## src/rtl/fetch_stage_if.sv

```systemverilog
// Handshake bundle between the fetch stage, the instruction memory port,
// the redirect source and the downstream IF/ID register.
interface fetch_stage_if;
  logic        redirect_valid;
  logic [31:0] redirect_pc;
  logic        inst_req;
  logic [31:0] inst_addr;
  logic        inst_addr_ok;
  logic        inst_data_ok;
  logic [31:0] inst_rdata;
  logic        valid_out;
  logic [31:0] pc_out;
  logic [31:0] inst_out;
  logic        exc_out;
  logic        allow_in;

  modport master (
    input  redirect_valid, redirect_pc, inst_addr_ok, inst_data_ok, inst_rdata, allow_in,
    output inst_req, inst_addr, valid_out, pc_out, inst_out, exc_out
  );

  modport slave (
    output redirect_valid, redirect_pc, inst_addr_ok, inst_data_ok, inst_rdata, allow_in,
    input  inst_req, inst_addr, valid_out, pc_out, inst_out, exc_out
  );
endinterface

```

## src/rtl/fetch_stage.sv

```systemverilog
// Instruction-fetch front end: owns the fetch PC, keeps several requests in flight,
// drops responses made stale by redirects and buffers {pc, inst, exc} entries.
module fetch_stage #(
  parameter logic [31:0] RESET_PC    = 32'h1C000000,
  parameter int          OUTSTANDING = 2,
  parameter int          BUF_DEPTH   = 2
) (
  input  logic          aclk,
  input  logic          areset,
  fetch_stage_if.master bus
);

  localparam int CW  = $clog2(OUTSTANDING) + 1;
  localparam int BW  = $clog2(BUF_DEPTH) + 1;
  localparam int QPW = (OUTSTANDING > 1) ? $clog2(OUTSTANDING) : 1;
  localparam int BPW = (BUF_DEPTH > 1) ? $clog2(BUF_DEPTH) : 1;
  localparam int SW  = CW + BW;
  localparam logic [CW-1:0] OUT_MAX   = CW'(OUTSTANDING);
  localparam logic [BW-1:0] BUF_MAX   = BW'(BUF_DEPTH);
  localparam logic [SW-1:0] BUF_MAX_S = SW'(BUF_DEPTH);

  typedef struct packed {
    logic [31:0] pc;
    logic [31:0] inst;
    logic        exc;
  } entry_t;

  logic [31:0]    r_pc;
  logic [CW-1:0]  r_inflight;
  logic [CW-1:0]  r_discard;
  logic           r_halted;
  logic [31:0]    r_pcQueue [OUTSTANDING];
  logic [QPW-1:0] r_qHead;
  logic [QPW-1:0] r_qTail;
  entry_t         r_buf [BUF_DEPTH];
  logic [BPW-1:0] r_bufHead;
  logic [BPW-1:0] r_bufTail;
  logic [BW-1:0]  r_bufCount;

  logic [SW-1:0]  w_live;
  logic           w_credit;
  logic           w_req;
  logic           w_accept;
  logic           w_resp;
  logic           w_bufFull;
  logic           w_misalign;
  logic           w_pushResp;
  logic           w_push;
  logic           w_pop;
  logic           w_valid;
  entry_t         w_pushEntry;
  entry_t         w_head;

  function automatic logic [QPW-1:0] qNext(input logic [QPW-1:0] p);
    return (p == QPW'(OUTSTANDING - 1)) ? '0 : p + 1'b1;
  endfunction

  function automatic logic [BPW-1:0] bNext(input logic [BPW-1:0] p);
    return (p == BPW'(BUF_DEPTH - 1)) ? '0 : p + 1'b1;
  endfunction

  // Live (non-discarded) requests plus buffered entries never exceed the buffer,
  // so every response that is kept is guaranteed a slot.
  assign w_live     = SW'(r_inflight) - SW'(r_discard);
  assign w_credit   = (r_inflight < OUT_MAX) && ((w_live + SW'(r_bufCount)) < BUF_MAX_S);
  assign w_req      = !areset && !bus.redirect_valid && !r_halted &&
                      (r_pc[1:0] == 2'b00) && w_credit;
  assign w_accept   = w_req && bus.inst_addr_ok;
  assign w_resp     = bus.inst_data_ok && (r_inflight != '0);
  assign w_bufFull  = (r_bufCount == BUF_MAX);
  assign w_misalign = (r_pc[1:0] != 2'b00) && !r_halted && (r_inflight == r_discard) &&
                      !w_bufFull && !bus.redirect_valid;
  assign w_pushResp = w_resp && (r_discard == '0) && !bus.redirect_valid;
  assign w_push     = w_pushResp || w_misalign;
  assign w_valid    = (r_bufCount != '0);
  assign w_pop      = w_valid && bus.allow_in;
  assign w_head     = r_buf[r_bufHead];

  always_comb begin
    w_pushEntry = entry_t'{pc: r_pcQueue[r_qHead], inst: bus.inst_rdata, exc: 1'b0};
    if (w_misalign) begin
      w_pushEntry = entry_t'{pc: r_pc, inst: 32'h0, exc: 1'b1};
    end
  end

  assign bus.inst_req  = w_req;
  assign bus.inst_addr = r_pc;
  assign bus.valid_out = w_valid;
  assign bus.pc_out    = w_valid ? w_head.pc   : 32'h0;
  assign bus.inst_out  = w_valid ? w_head.inst : 32'h0;
  assign bus.exc_out   = w_valid && w_head.exc;

  always_ff @(posedge aclk) begin
    if (areset) begin
      r_pc       <= RESET_PC;
      r_inflight <= '0;
      r_discard  <= '0;
      r_halted   <= 1'b0;
      r_qHead    <= '0;
      r_qTail    <= '0;
      r_bufHead  <= '0;
      r_bufTail  <= '0;
      r_bufCount <= '0;
    end else begin
      r_inflight <= r_inflight + CW'(w_accept) - CW'(w_resp);
      if (w_accept) r_qTail <= qNext(r_qTail);
      if (w_resp)   r_qHead <= qNext(r_qHead);

      // A redirect marks everything still outstanding after this cycle as stale.
      if (bus.redirect_valid) begin
        r_pc       <= bus.redirect_pc;
        r_discard  <= r_inflight - CW'(w_resp);
        r_halted   <= 1'b0;
        r_bufHead  <= '0;
        r_bufTail  <= '0;
        r_bufCount <= '0;
      end else begin
        if (w_accept) r_pc <= r_pc + 32'd4;
        if (w_resp && (r_discard != '0)) r_discard <= r_discard - 1'b1;
        if (w_misalign) r_halted <= 1'b1;
        if (w_push) r_bufTail <= bNext(r_bufTail);
        if (w_pop)  r_bufHead <= bNext(r_bufHead);
        r_bufCount <= r_bufCount + BW'(w_push) - BW'(w_pop);
      end
    end
  end

  always_ff @(posedge aclk) begin
    if (w_accept) r_pcQueue[r_qTail] <= r_pc;
    if (w_push)   r_buf[r_bufTail]   <= w_pushEntry;
  end

endmodule

```

## src/flat_wrapper.sv

```systemverilog
// flat-port wrapper written by rule: the top's interface ports become plain ports
module fetch_stage_flat 
#(
  parameter logic [31:0] RESET_PC    = 32'h1C000000,
  parameter int          OUTSTANDING = 2,
  parameter int          BUF_DEPTH   = 2
)
  (aclk, areset, bus_redirect_valid, bus_redirect_pc, bus_inst_addr_ok, bus_inst_data_ok, bus_inst_rdata, bus_allow_in, bus_inst_req, bus_inst_addr, bus_valid_out, bus_pc_out, bus_inst_out, bus_exc_out);
  fetch_stage_if bus_i ();
  input  logic aclk;
  input  logic areset;
  input wire logic [$bits(bus_i.redirect_valid)-1:0] bus_redirect_valid;
  input wire logic [$bits(bus_i.redirect_pc)-1:0] bus_redirect_pc;
  input wire logic [$bits(bus_i.inst_addr_ok)-1:0] bus_inst_addr_ok;
  input wire logic [$bits(bus_i.inst_data_ok)-1:0] bus_inst_data_ok;
  input wire logic [$bits(bus_i.inst_rdata)-1:0] bus_inst_rdata;
  input wire logic [$bits(bus_i.allow_in)-1:0] bus_allow_in;
  output wire logic [$bits(bus_i.inst_req)-1:0] bus_inst_req;
  output wire logic [$bits(bus_i.inst_addr)-1:0] bus_inst_addr;
  output wire logic [$bits(bus_i.valid_out)-1:0] bus_valid_out;
  output wire logic [$bits(bus_i.pc_out)-1:0] bus_pc_out;
  output wire logic [$bits(bus_i.inst_out)-1:0] bus_inst_out;
  output wire logic [$bits(bus_i.exc_out)-1:0] bus_exc_out;
  assign bus_i.redirect_valid = bus_redirect_valid;
  assign bus_i.redirect_pc = bus_redirect_pc;
  assign bus_i.inst_addr_ok = bus_inst_addr_ok;
  assign bus_i.inst_data_ok = bus_inst_data_ok;
  assign bus_i.inst_rdata = bus_inst_rdata;
  assign bus_i.allow_in = bus_allow_in;
  assign bus_inst_req = bus_i.inst_req;
  assign bus_inst_addr = bus_i.inst_addr;
  assign bus_valid_out = bus_i.valid_out;
  assign bus_pc_out = bus_i.pc_out;
  assign bus_inst_out = bus_i.inst_out;
  assign bus_exc_out = bus_i.exc_out;
  fetch_stage #(.RESET_PC(RESET_PC), .OUTSTANDING(OUTSTANDING), .BUF_DEPTH(BUF_DEPTH)) u_core (.aclk(aclk), .areset(areset), .bus(bus_i));
endmodule
```

## config.mk

```make
export PLATFORM = sky130hd
export DESIGN_NAME = fetch_stage_flat
export DESIGN_NICKNAME = d
export VERILOG_FILES = /design/src/rtl/fetch_stage_if.sv /design/src/rtl/fetch_stage.sv /design/src/flat_wrapper.sv
export SDC_FILE = /design/constraint.sdc
export NUM_CORES = 1
export LEC_CHECK = 0
export ABC_AREA = 1
export CAP_MARGIN = 20
export CELL_PAD_IN_SITES_DETAIL_PLACEMENT = 1
export CELL_PAD_IN_SITES_GLOBAL_PLACEMENT = 2
export CORE_UTILIZATION = 35
export CTS_CLUSTER_DIAMETER = 60
export DETAILED_ROUTE_END_ITERATION = 7
export DONT_BUFFER_PORTS = 1
export GPL_TIMING_DRIVEN = 0
export HOLD_SLACK_MARGIN = 0.06
export PLACE_DENSITY_LB_ADDON = 0.1
export SYNTH_ARGS = -nofsm -noshare
export SYNTH_HDL_FRONTEND = slang
export SYNTH_SLANG_ARGS = --single-unit
```

## constraint.sdc

```tcl
create_clock -name aclk -period 4.75 [get_ports aclk]
set_input_delay 0 -clock aclk [delete_from_list [all_inputs] [get_ports aclk]]
set_output_delay 0 -clock aclk [all_outputs]
set_load 0.02 [all_outputs]
```

## After elaboration in Yosys (flattened, before gate mapping)

Memory sizes are Yosys's and may differ from the RTL's. A register that Yosys moved wholly into a read port is not among the register bits.
Cells that the tools add are included.
W data, S select, Z words.

| storage, ports and cells | value |
|---|---|
| memories | 2 |
| flip-flop bits (word level) | 43 |
| bits in writable memories | 194 |
| output and inout bits | 99 |
| ROM bits | 0 |
| latch bits | 0 |
| input bits | 70 |
| logic and storage cells | 77 |

| cells by class | value |
|---|---|
| shifts and indexed selects | 0 |
| reductions and logical operators | 30 |
| bitwise gates (word level) | 0 |
| add/sub/neg operators | 13 |
| multiply operators | 0 |
| $lt $le $gt $ge | 2 |
| mux-type cells | 19 |
| div/mod/pow operators | 0 |
| eq/ne operators | 2 |

Memory list:

| memory | words | width | rd ports | clocked after memory_dff | wr ports | RTL line | source |
|---|---|---|---|---|---|---|---|
| u_core.r_buf | 2 | 65 | 1 | 1 | 1 | fetch_stage.sv:35 | `entry_t r_buf [BUF_DEPTH];` |
| u_core.r_pcQueue | 2 | 32 | 1 | 1 | 1 | fetch_stage.sv:32 | `logic [31:0] r_pcQueue [OUTSTANDING];` |

Operators with widths:

| operator | number |
|---|---|
| $mux W32 | 4 |
| $mux W65 | 1 |
| $add A32 B3 Y32 const B | 1 |
| $logic_and A1 B1 Y1 | 16 |
| $mux W1 | 12 |
| $reduce_bool A2 Y1 | 6 |
| $sub A2 B1 Y2 | 3 |
| $add A1 B1 Y1 const B | 4 |
| $add A2 B1 Y2 | 2 |
| $add A4 B2 Y4 | 1 |
| $logic_not A1 Y1 | 4 |
| $logic_not A2 Y1 | 2 |
| $lt A4 B2 Y1 const B | 1 |
| $mux W2 | 2 |
| $sub A2 B2 Y3 | 1 |
| $eq A2 B2 Y1 | 1 |
| $eq A2 B2 Y1 const B | 1 |
| $lt A2 B2 Y1 const B | 1 |
| $reduce_or A2 Y1 | 1 |
| $sub A2 B1 Y2 const B | 1 |
| $logic_or A1 B1 Y1 | 1 |

## Logic depth before layout (Yosys ltp)

Gate-level depths: netlist (run 1).

| depth | value |
|---|---|
| depth after elaboration | 8 |
| mapped depth | 17 |
| depth with buffers taken out | 16 |

## Worst setup path after synthesis (run 1)

No wires, ideal clock.

| path | value |
|---|---|
| path type | register to register |
| start point | register u_core.r_discard[1] |
| end point | memory u_core.r_buf[1][0] (netlist name) (enable) |
| data arrival time | 3,906 ps |
| data required time | 4,259 ps |
| setup slack | 353 ps |
| period minus slack after synthesis | 4,397 ps |
| cell stages (with the launch flop) | 9 |
| library setup time | 491 ps |
| path buffers | 0 |
| path through | dfxtp_1 -> inv_1 -> ha_1 -> nand2_1 -> a21oi_1 -> nand2_1 -> nand2_1 -> inv_1 -> nor2_1 |

| on the way | value |
|---|---|
| cells in the longest elaborated chain, start to end | 7 |
| elaborated cells between the ends (all ways) | 10 |
| those cells by class | 1 x eq/ne; 2 x mux; 7 x reduce/logical |

Ends and longest elaborated chain:

| item | RTL line | source |
|---|---|---|
| start, declared | fetch_stage.sv:30 | `logic [CW-1:0] r_discard;` |
| start signal, assigned | fetch_stage.sv:112 | `r_discard <= r_inflight - CW'(w_resp);` |
| start signal, assigned | fetch_stage.sv:119 | `if (w_resp && (r_discard != '0)) r_discard <= r_discard - 1'b1;` |
| $eq A2 B2 Y1 | fetch_stage.sv:71 | `assign w_misalign = (r_pc[1:0] != 2'b00) && !r_halted && (r_inflight == r_discard) &&` |
| $logic_and A1 B1 Y1 (2 in a row) | fetch_stage.sv:71 |  |
| $logic_and A1 B1 Y1 | fetch_stage.sv:72 | `!w_bufFull && !bus.redirect_valid;` |
| $logic_or A1 B1 Y1 (*) | fetch_stage.sv:74 | `assign w_push = w_pushResp \|\| w_misalign;` |
| $mux W1 (*) | fetch_stage.sv:130 | `if (w_push) r_buf[r_bufTail] <= w_pushEntry;` |
| $mux W1 (not written as such) (*) | fetch_stage.sv:130 |  |
| end, declared | fetch_stage.sv:35 |  |

Every way passes the cells marked *; elsewhere a longest branch is shown, timed or not.

## Worst setup path after layout (run 1)

| path | value |
|---|---|
| start point | register u_core.r_discard[0] |
| end point | register u_core.r_pc[26], in the netlist u_core.bus.inst_addr[26] |

| on the way | value |
|---|---|
| cells in the longest elaborated chain, start to end | 7 |

Ends and longest elaborated chain:

| item | RTL line | source |
|---|---|---|
| $sub A2 B2 Y3 | fetch_stage.sv:64 | `assign w_live = SW'(r_inflight) - SW'(r_discard);` |
| $add A4 B2 Y4 | fetch_stage.sv:65 | `assign w_credit = (r_inflight < OUT_MAX) && ((w_live + SW'(r_bufCount)) < BUF_MAX_S);` |
| $lt A4 B2 Y1 | fetch_stage.sv:65 |  |
| $logic_and A1 B1 Y1 | fetch_stage.sv:65 |  |
| $logic_and A1 B1 Y1 | fetch_stage.sv:67 | `(r_pc[1:0] == 2'b00) && w_credit;` |
| $logic_and A1 B1 Y1 | fetch_stage.sv:68 | `assign w_accept = w_req && bus.inst_addr_ok;` |
| $reduce_bool A2 Y1 (no line) | -- |  |
| end signal, assigned | fetch_stage.sv:111 | `r_pc <= bus.redirect_pc;` |
| end signal, assigned | fetch_stage.sv:118 | `if (w_accept) r_pc <= r_pc + 32'd4;` |
| end, declared | fetch_stage.sv:28 | `logic [31:0] r_pc;` |

Every way passes these cells.
A chain may end at the register's enable or synchronous reset.

==> reports/summary.txt, run 1 <==
RSZ-0062 raised after global routing -> false
Hold Crit Class -> in2reg
first-pass GRT wire length -> 47190 um
Max Fclk -> 256.1 MHz
clock buffer depth -> 3
# port buffers -> 0
EDFF count, synth -> 194
Num CTS Buffers -> 30
clock-pin slew on the worst setup and hold paths -> 60 ps
Startpoint Class -> flop
worst vdd ir -> 0.0002694 V
cells after synthesis -> 1148
Yosys reg bits -> 239
final setup vio count -> 0
top-count cell post-synth -> nand2_1
Initial DRC Count -> 361
sum of buffers and inverters on the critical path -> 4
vias per std cell -> 4.818
largest net degree at the start of global routing -> 32
vias -> 8132
drt first pass iters -> 7
Skew-Pair Late Insertion Delay -> 540 ps
area of the core -> 29950 um2
die area -> 31520 um2
Die Span Y -> 177.5 um
leading area contributor after synthesis -> edfxtp_1
fin worst setup slack -> 844.9 ps
post-DR wirelength/cell -> 18.50 um
Final GP Congestion -> 0.8594
asr flop ratio synth -> 0
TNS Setup -> 0 ps
die extent in x -> 177.5 um
Slew Limit Headroom -> 0.5034
register area share after synthesis -> 0.6237
area of the multi-input gates -> 3368 um2
row count -> 63
Crit path required time -> 5170 ps
final design utilization -> 0.4421
worst reg-to-reg path cell count -> 14
crit-path max FO -> 10
Pwr Density -> 458.6 nW/um2
Hold Violations, Final -> 0
Hold Path Stages -> 3
CTS tree -> built
Most Frequent Cell on Critical Path -> nand2_1
critical path, cell by cell -> ha_1 -> fa_1 -> inv_1 -> fa_1 -> nor2_1 -> nand2_1 -> nor2_4 -> nand3_4 -> nand2_1 -> o21ai_0 -> dlygate4sd3_1 -> inv_1 -> nand2_1 -> dlygate4sd3_1
crit-path max cell delay -> 580 ps
Place WS -> 1491 ps
ANT cells -> 0
Tot Pwr -> 0.006074 W
Stages on worst setup path -> 14
H-tree depth -> 1
synth cell count leaders -> 333 x nand2_1, 194 x edfxtp_1, 130 x inv_1
Synth-to-Final Area Change -> 22.80%
synth unique cells -> 32
Final Skew -> 13.56 ps
drt total wl -> 31240 um
GRT Residual Overflow -> 0
worst hold slack -> 148.7 ps
fill cell count -> 3405
I/O pins -> 169
status -> finished clean
kind of critical path -> reg2reg
FF/Latch Area -> 6726 um2
P_leak -> 4.950 nW
Synth top area share -> 0.5402
initial antenna violation count -> 0
clk root buf -> clkbuf_16
Worst Setup End Kind -> flop
final max-slew violation count -> 0
layout net count -> 1355
Tmin final -> 3905 ps
top_reg_cell synth -> edfxtp_1
CP top delay family -> buffers and inverters
Critical Path AT -> 4330 ps
ratio of cells with drive above 1 in the final layout -> 0.06626
Post-CTS Setup Bufs -> 0
vias in the first global route -> 8292
Slowest cell on crit path -> dlygate4sd3_1
DRC viols -> 0
CTS resizes -> 0
Avg Inst Size Synth -> 9.394 um2
top post-synthesis cells by area -> edfxtp_1 54%, nand2_1 12%, dfxtp_1 8.4%
clk sinks -> 239
All-Layer GR Usage -> 0.1992
Final Cycle Share -> 0.8221
remaining antenna violation count -> 0
MaxCap Viol Count -> 0
Initial Util -> 0.3600
syn_nets -> 1229
Synth Warn # -> 0
Worst Tran Pin Value -> 743.1 ps
Final HPWL DP -> 22530 um
Mapped Area -> 10780 um2
logic make-up after synthesis:
kind of cell	synth area share
simple gates	0.1926
buf+inv	0.06671
flops	0.6237
compound gates	0.09386
xor+xnor	0.008934
fa+ha+maj	0.01416
sequential cells by signal (all words and copies together), names as in the netlist, named ones only:
register	flops
u_core.r_qTail	1
u_core.r_pcQueue	64
u_core.r_buf	130
u_core.r_qHead	1
u_core.r_bufHead	1
u_core.bus.inst_addr	32
u_core.r_bufTail	1
u_core.r_halted	1
u_core.r_discard	2
u_core.r_inflight	2
u_core.r_bufCount	2
through the flow:
stage / cell area (um2) / std cells
floorplan: 10780 / 1148
global placement: 11270 / 1538
detailed placement: 11440 / 1544
CTS: 13240 / 1688
global route: 13240 / 1688
finish: 13240 / 1688
routing by layer:
| layer | wire length, um | global-route usage | share of wire | vias up |
|---|---|---|---|---|
| met1 | 14300 | 0.2596 | 0.46 | 3878 |
| met3 | 1366 | 0.03213 | 0.044 | 30 |
| li1 | - | - | - | 4045 |
| met4 | 410 | 0.03989 | 0.013 | 0 |
| met2 | 15160 | 0.3478 | 0.49 | 179 |
| met5 | 0 | 0 | 0 | - |
final timing paths:
check                 startpoint                       end  slack (ps)
max          u_core.r_discard[0]  u_core.bus.inst_addr[26]         840
min reg2reg     u_core.r_bufHead          u_core.r_bufHead         460
max reg2reg  u_core.r_discard[0]  u_core.bus.inst_addr[26]         840
min           bus_redirect_pc[1]   u_core.bus.inst_addr[1]         150
report_power, final:
part | switching [W] | leakage, nW | internal (W)
Sequential | 0.000135 | 2.14 | 0.00261
Combinational | 0.000872 | 2.35 | 0.000365
Clock | 0.000874 | 0.456 | 0.00121
Total | 0.00188 | 4.95 | 0.00419
repair_timing:
item / CTS / global route
endpoints found under the setup margin: 0 / 0
hold endpoints to repair: 109 / 0
hold buffers: 88 / 0
worst register-to-register path, stage by stage, from the launching register on:
cell,delay (ps)
dfxtp_1,350
ha_1,230
fa_1,480
inv_1,70
fa_1,440
nor2_1,120
nand2_1,100
nor2_4,150
nand3_4,190
nand2_1,320
o21ai_0,130
dlygate4sd3_1,580
inv_1,50
nand2_1,40
dlygate4sd3_1,540
cell usage in the layout (no fill, tap or decap), types with 8 or more instances in the layout:
cell / instances
edfxtp_1: 194
clkbuf_16: 31
clkbuf_1: 34
ha_1: 9
buf_1: 13
a21oi_1: 96
nand3_1: 46
dlygate4sd3_1: 88
clkinv_2: 8
nand2_1: 333
o21ai_0: 59
o211ai_1: 25
dfxtp_1: 45
buf_2: 8
nor2_1: 108
inv_1: 130
area by class of cell:
cell class              instances  area share
flip-flops and latches        239      0.5079
multi-input cells             723      0.2543
repair buffers                 94     0.07672
clock buffers                  37     0.06104
inverters                     134     0.03798
well taps                     390     0.03685
plain buffers                  52     0.01635
clock inverters                19    0.008787
(Power assumes the default switching activity.)
==> run 2, diff against run 1 <==
- ABC_AREA: 1 -> 0
- CORE_UTILIZATION: 35 -> 39
- clock period: 4.75 -> 3.5 ns (I/O delays scaled with it)
==> reports/summary.txt, run 2 <==
fin cells -> 1268
Tmin final -> 3365 ps
commonest non-fill, non-tap cells in the layout -> 194 x edfxtp_1, 114 x nor2_1, 101 x mux2i_1
Hold Path Stages -> 3
status -> finished clean
top-count cell post-synth -> edfxtp_1
area of the multi-input gates -> 3279 um2
final max-slew violation count -> 0
leading cell type in the layout, fill and taps excluded -> edfxtp_1
Pwr Density -> 671.3 nW/um2
Synth top area share -> 0.5695
die extent in x -> 163.9 um
Worst R2R Setup Slack -> 140 ps
Startpoint Class -> flop
initial antenna violation count -> 1
CP top delay family -> adder cells
drt total wl -> 27600 um
Final Cycle Share -> 0.9613
sum of buffers and inverters on the critical path -> 4
Mapped Area -> 10230 um2
Initial DRC Count -> 344
synth cell count leaders -> 194 x edfxtp_1, 115 x nor2_1, 101 x mux2i_1
layout net count -> 997
CTS tree -> built
fin worst setup slack -> 135.4 ps
die area -> 26880 um2
H-tree depth -> 1
row count -> 58
Place WS -> -648.4 ps
I/O pins -> 169
vias in the first global route -> 7224
FF-to-FF End -> u_core.bus.inst_addr[12]
Final GP Congestion -> 0.8288
fill cell count -> 2644
final setup vio count -> 0
crit-path max cell delay -> 480 ps
synth unique cells -> 50
drt first pass iters -> 5
Hold Violations, Final -> 0
Crit path required time -> 3950 ps
Synth Warn # -> 0
placed cell count -> 1140
clk root buf -> clkbuf_16
kind of critical path -> reg2reg
ratio of cells with drive above 1 in the final layout -> 0.08218
FF/Latch Area -> 6726 um2
DRC viols -> 0
Worst R2R Start -> u_core.r_inflight[0]
asr flop ratio synth -> 0
Worst Setup End Kind -> flop
Reg with most FFs -> u_core.r_buf
Yosys reg bits -> 239
Final HPWL DP -> 18930 um
# port buffers -> 0
P_leak -> 4.055 nW
worst reg-to-reg path cell count -> 12
Worst Tran Pin Value -> 939.9 ps
leading area contributor after synthesis -> edfxtp_1
Num CTS Buffers -> 27
top_reg_cell synth -> edfxtp_1
critical path, cell by cell -> inv_1 -> ha_1 -> fa_1 -> inv_1 -> fa_1 -> or4_4 -> or3_1 -> clkbuf_4 -> buf_4 -> nor3_1 -> o21ai_1 -> a21oi_1
register area share after synthesis -> 0.6576
top post-synthesis cells by area -> edfxtp_1 57%, mux2i_1 9.9%, dfxtp_1 8.8%
GRT Residual Overflow -> 0
post-DR wirelength/cell -> 21.77 um
vias -> 6797
final design utilization -> 0.4889
All-Layer GR Usage -> 0.2047
Initial Util -> 0.4016
Hold EP -> u_core.bus.inst_addr[27]
Slowest cell on crit path -> fa_1
MaxCap Viol Count -> 0
Critical Path AT -> 3810 ps
vias per std cell -> 5.360
Skew-Pair Late Insertion Delay -> 530 ps
Synth-to-Final Area Change -> 21.76%
Slew Limit Headroom -> 0.3686
cells after synthesis -> 807
clock buffer depth -> 3
Die Span Y -> 163.9 um
first-pass GRT wire length -> 41680 um
worst vdd ir -> 0.0003605 V
area of the core -> 25470 um2
syn_nets -> 888
Tot Pwr -> 0.008360 W
HP Start -> bus_redirect_pc[27]
Final Skew -> 16.63 ps
clk sinks -> 239
Hold Crit Class -> in2reg
largest net degree at the start of global routing -> 66
crit-path max FO -> 10
clock-pin slew on the worst setup and hold paths -> 60 ps
EDFF count, synth -> 194
max FFs per register -> 130
Avg Inst Size Synth -> 12.67 um2
remaining antenna violation count -> 0
Max Fclk -> 297.2 MHz
-- run 2: kinds of logic after synthesis --
logic type	synth area share
DFF	0.6576
muxes	0.09884
buffers and inverters	0.02801
and+or+nand+nor	0.1179
adders and majority gates	0.01492
AOI/OAI and AO/OA	0.07499
xor gates and xnor gates	0.007707
-- run 2: worst register-to-register path, cell delays in order, from the launching register on --
cell      delay (ps)
dfxtp_1          320
inv_1             60
ha_1             190
fa_1             480
inv_1             70
fa_1             450
or4_4            470
or3_1            370
clkbuf_4         210
buf_4            210
nor3_1           200
o21ai_1           80
a21oi_1          160
-- run 2: power by group --
group	switching, W	total (W)	internal [W]
logic	0.00119	0.00179	0.000606
clock network	0.00116	0.00280	0.00165
registers	0.000196	0.00376	0.00357
-- run 2: how the worst max path moves through the flow --
stage | startpoint | end | slack, ps | cells after the start
5_1_grt | u_core.r_inflight[0] | u_core.bus.inst_addr[14] | -8 | 12
6_report | u_core.r_inflight[0] | u_core.bus.inst_addr[12] | 140 | 12
3_5_place_dp | u_core.r_inflight[0] | u_core.r_pcQueue[0][16] | -650 | 9
3_3_place_gp | u_core.r_discard[1] | u_core.r_buf[1][56] | -1280 | 6
4_1_cts | u_core.r_inflight[0] | u_core.bus.inst_addr[17] | 10 | 13
2_1_floorplan | u_core.r_inflight[0] | u_core.r_pcQueue[1][0] | 20 | 8
-- run 2: repair_timing --
item,CTS,global route
pin swaps,3,4
resized for setup,7,16
setup buffers,6,2
endpoints found under the hold margin,105,0
setup endpoints to repair,78,25
cloned,1,0
hold buffers,69,0
-- run 2: routing by layer --
metal  share of wire  wire length (um)  global-route usage  up-vias
met5               0                 0                   0        -
met4           0.013               363             0.04461        0
met3           0.047              1303             0.02929       25
met2            0.50             13890              0.3633      172
li1                -                 -                   -     3202
met1            0.44             12040              0.2644     3398
-- run 2: final cells by class --
type,instances,share of cell area
Sequential cell,239,0.5401
Multi-Input combinational cell,497,0.2633
Timing Repair Buffer,80,0.06831
Clock buffer,29,0.05485
Tap cell,330,0.03315
Clock inverter,21,0.01668
Buffer,47,0.01577
Inverter,24,0.007635
Antenna cell,1,0.0002009
-- run 2: metrics by stage --
stage                     hold WS (ps)  TNS, ps  area [um2]
after floorplan                  127.3        0       10240
after global placement           138.6  -155200       10660
after detailed placement         154.4   -28600       10740
after CTS                        137.6        0       12420
after global routing             166.3   -8.008       12450
final                            161.2        0       12450
==> run 3, diff against run 2 <==
- CORE_UTILIZATION: 39 -> 40
- CTS_BUF_LIST: not set -> sky130_fd_sc_hd__clkbuf_2
- CTS_CLUSTER_SIZE: not set -> 25
==> reports/summary.txt, run 3 (same netlist as run 2, synthesis figures left out) <==
I/O pins -> 169
largest net degree at the start of global routing -> 67
first-pass GRT wire length -> 42230 um
Sw Ratio -> 0.3411
CP startpoint -> u_core.r_inflight[0]
Startpoint Class -> flop
remaining antenna violation count -> 0
Slew Limit Headroom -> 0.3416
clk sinks -> 239
Num CTS Buffers -> 18
Reg with most FFs -> u_core.r_buf
drt total wl -> 27430 um
fin cells -> 1321
MaxCap Viol Count -> 0
max FFs per register -> 130
Top Metal Used -> met4
All-Layer GR Usage -> 0.2090
vias in the first global route -> 7543
RSZ-0062 raised after global routing -> false
row count -> 58
H-tree depth -> 1
worst setup path end -> u_core.r_inflight[1]
worst reg-to-reg path cell count -> 14
commonest non-fill, non-tap cells in the layout -> 194 x edfxtp_1, 140 x dlygate4sd3_1, 114 x nor2_1
clock buffer depth -> 3
Initial DRC Count -> 322
layout net count -> 1059
final max-slew violation count -> 0
Final Skew -> 66.03 ps
placed cell count -> 1139
initial antenna violation count -> 1
combinational group share of total power -> 0.274
vias -> 7086
Hold Path Stages -> 4
Tmin final -> 3411 ps
DRC viols -> 0
final setup vio count -> 0
Pwr Density -> 564.8 nW/um2
Crit path required time -> 4250 ps
die extent in x -> 161.9 um
Clk pwr share -> 0.197
GRT Residual Overflow -> 0
Final HPWL DP -> 18440 um
Hold Violations, Final -> 0
P_sw -> 0.002423 W
met2 wire len -> 13380 um
area of the core -> 25110 um2
Final Cycle Share -> 0.9747
ratio of cells with drive above 1 in the final layout -> 0.07071
Critical Path AT -> 4160 ps
Place WS -> -634.3 ps
kind of critical path -> reg2reg
fin worst setup slack -> 88.65 ps
status -> finished clean
Worst Setup End Kind -> flop
post-DR wirelength/cell -> 20.76 um
worst hold slack -> 138.3 ps
Worst R2R Setup Slack -> 90 ps
Final GP Congestion -> 0.8389
Hold Crit Class -> in2reg
vias per std cell -> 5.364
Die Span Y -> 161.9 um
Skew-Pair Late Insertion Delay -> 860 ps
Synth-to-Final Area Change -> 22.94%
drt first pass iters -> 4
Seq pwr share -> 0.529
CTS tree -> built
worst vdd ir -> 0.0002697 V
Internal -> 0.004679 W
crit-path max FO -> 10
FF-to-FF End -> u_core.r_inflight[1]
Max Fclk -> 293.1 MHz
leading cell type in the layout, fill and taps excluded -> edfxtp_1
routed wl met3 -> 1352 um
P_leak -> 4.095 nW
clock-pin slew on the worst setup and hold paths -> 350 ps
clk root buf -> clkbuf_2
die area -> 26210 um2
Worst Tran Pin Value -> 980.1 ps
Initial Util -> 0.4074
wire length on met1 -> 12220 um
# port buffers -> 0
final design utilization -> 0.5008
Worst R2R Start -> u_core.r_inflight[0]
run 3: cell types whose count changed in the layout (fill, tap and decap cells not counted), sizes merged:
cell / change
clkbuf: -11
bufinv: -1
clkinv: -9
inv: +6
dlygate4sd3: +71
clkinvlp: -3
run 3: layer usage:
layer / GRT usage / vias up
li1: - / 3319
met1: 0.2737 / 3537
met2: 0.3607 / 197
met3: 0.03166 / 33
met4: 0.05575 / 0
met5: 0 / -
run 3: per-stage QoR:
| stage | TNS, ps | cell area, um2 | total power (W) |
|---|---|---|---|
| floorplan | 0 | 10240 | 0.004966 |
| global placement | -148080 | 10660 | 0.005385 |
| detailed placement | -27970 | 10710 | 0.005508 |
| CTS | 0 | 12530 | 0.007146 |
| global route | 0 | 12570 | 0.007473 |
| finish | 0 | 12570 | 0.007102 |
run 3: area by class of cell:
cell class	instances	area [um2]
antenna	1	2.502
buffer	47	209.0
clock buffer	18	90.09
clock inverter	14	188.9
fill	2641	12530
inverter	24	90.09
multi-input combinational	497	3299
sequential	239	6728
tap	330	412.9
timing repair buffer	151	1554
run 3: power groups by stage:
stage          sequential (W)  clock, W  combinational (W)
2_1_floorplan         0.00376         0            0.00121
3_3_place_gp          0.00381         0            0.00158
3_5_place_dp          0.00382         0            0.00169
4_1_cts               0.00376   0.00145            0.00194
5_1_grt               0.00379   0.00155            0.00213
6_report              0.00376   0.00140            0.00195
run 3: critical path: stages, from the launching register on:
cell,delay (ps)
dfxtp_2,410
inv_1,50
ha_1,190
fa_1,490
inv_2,50
fa_2,440
or4_4,490
nor3_4,180
buf_12,150
nand2_4,130
inv_2,180
buf_6,190
ha_1,180
xnor2_1,120
nor2_1,60
run 3: worst min path at each step:
stage	slack, ps	to	start
finish	140	u_core.r_qHead	bus_inst_data_ok
global route	80	u_core.r_qHead	bus_inst_data_ok
CTS	100	u_core.r_qHead	bus_inst_data_ok
detailed placement	140	u_core.bus.inst_addr[27]	bus_redirect_pc[27]
global placement	140	u_core.bus.inst_addr[27]	bus_redirect_pc[27]
floorplan	130	u_core.bus.inst_addr[27]	bus_redirect_pc[27]
run 3: repair_timing:
item	CTS	global route
buffers inserted	8	1
resized for setup	9	19
hold buffers	140	0
setup endpoints to repair	86	40
cloned	1	0
hold endpoints to repair	188	0
pin swaps	3	5
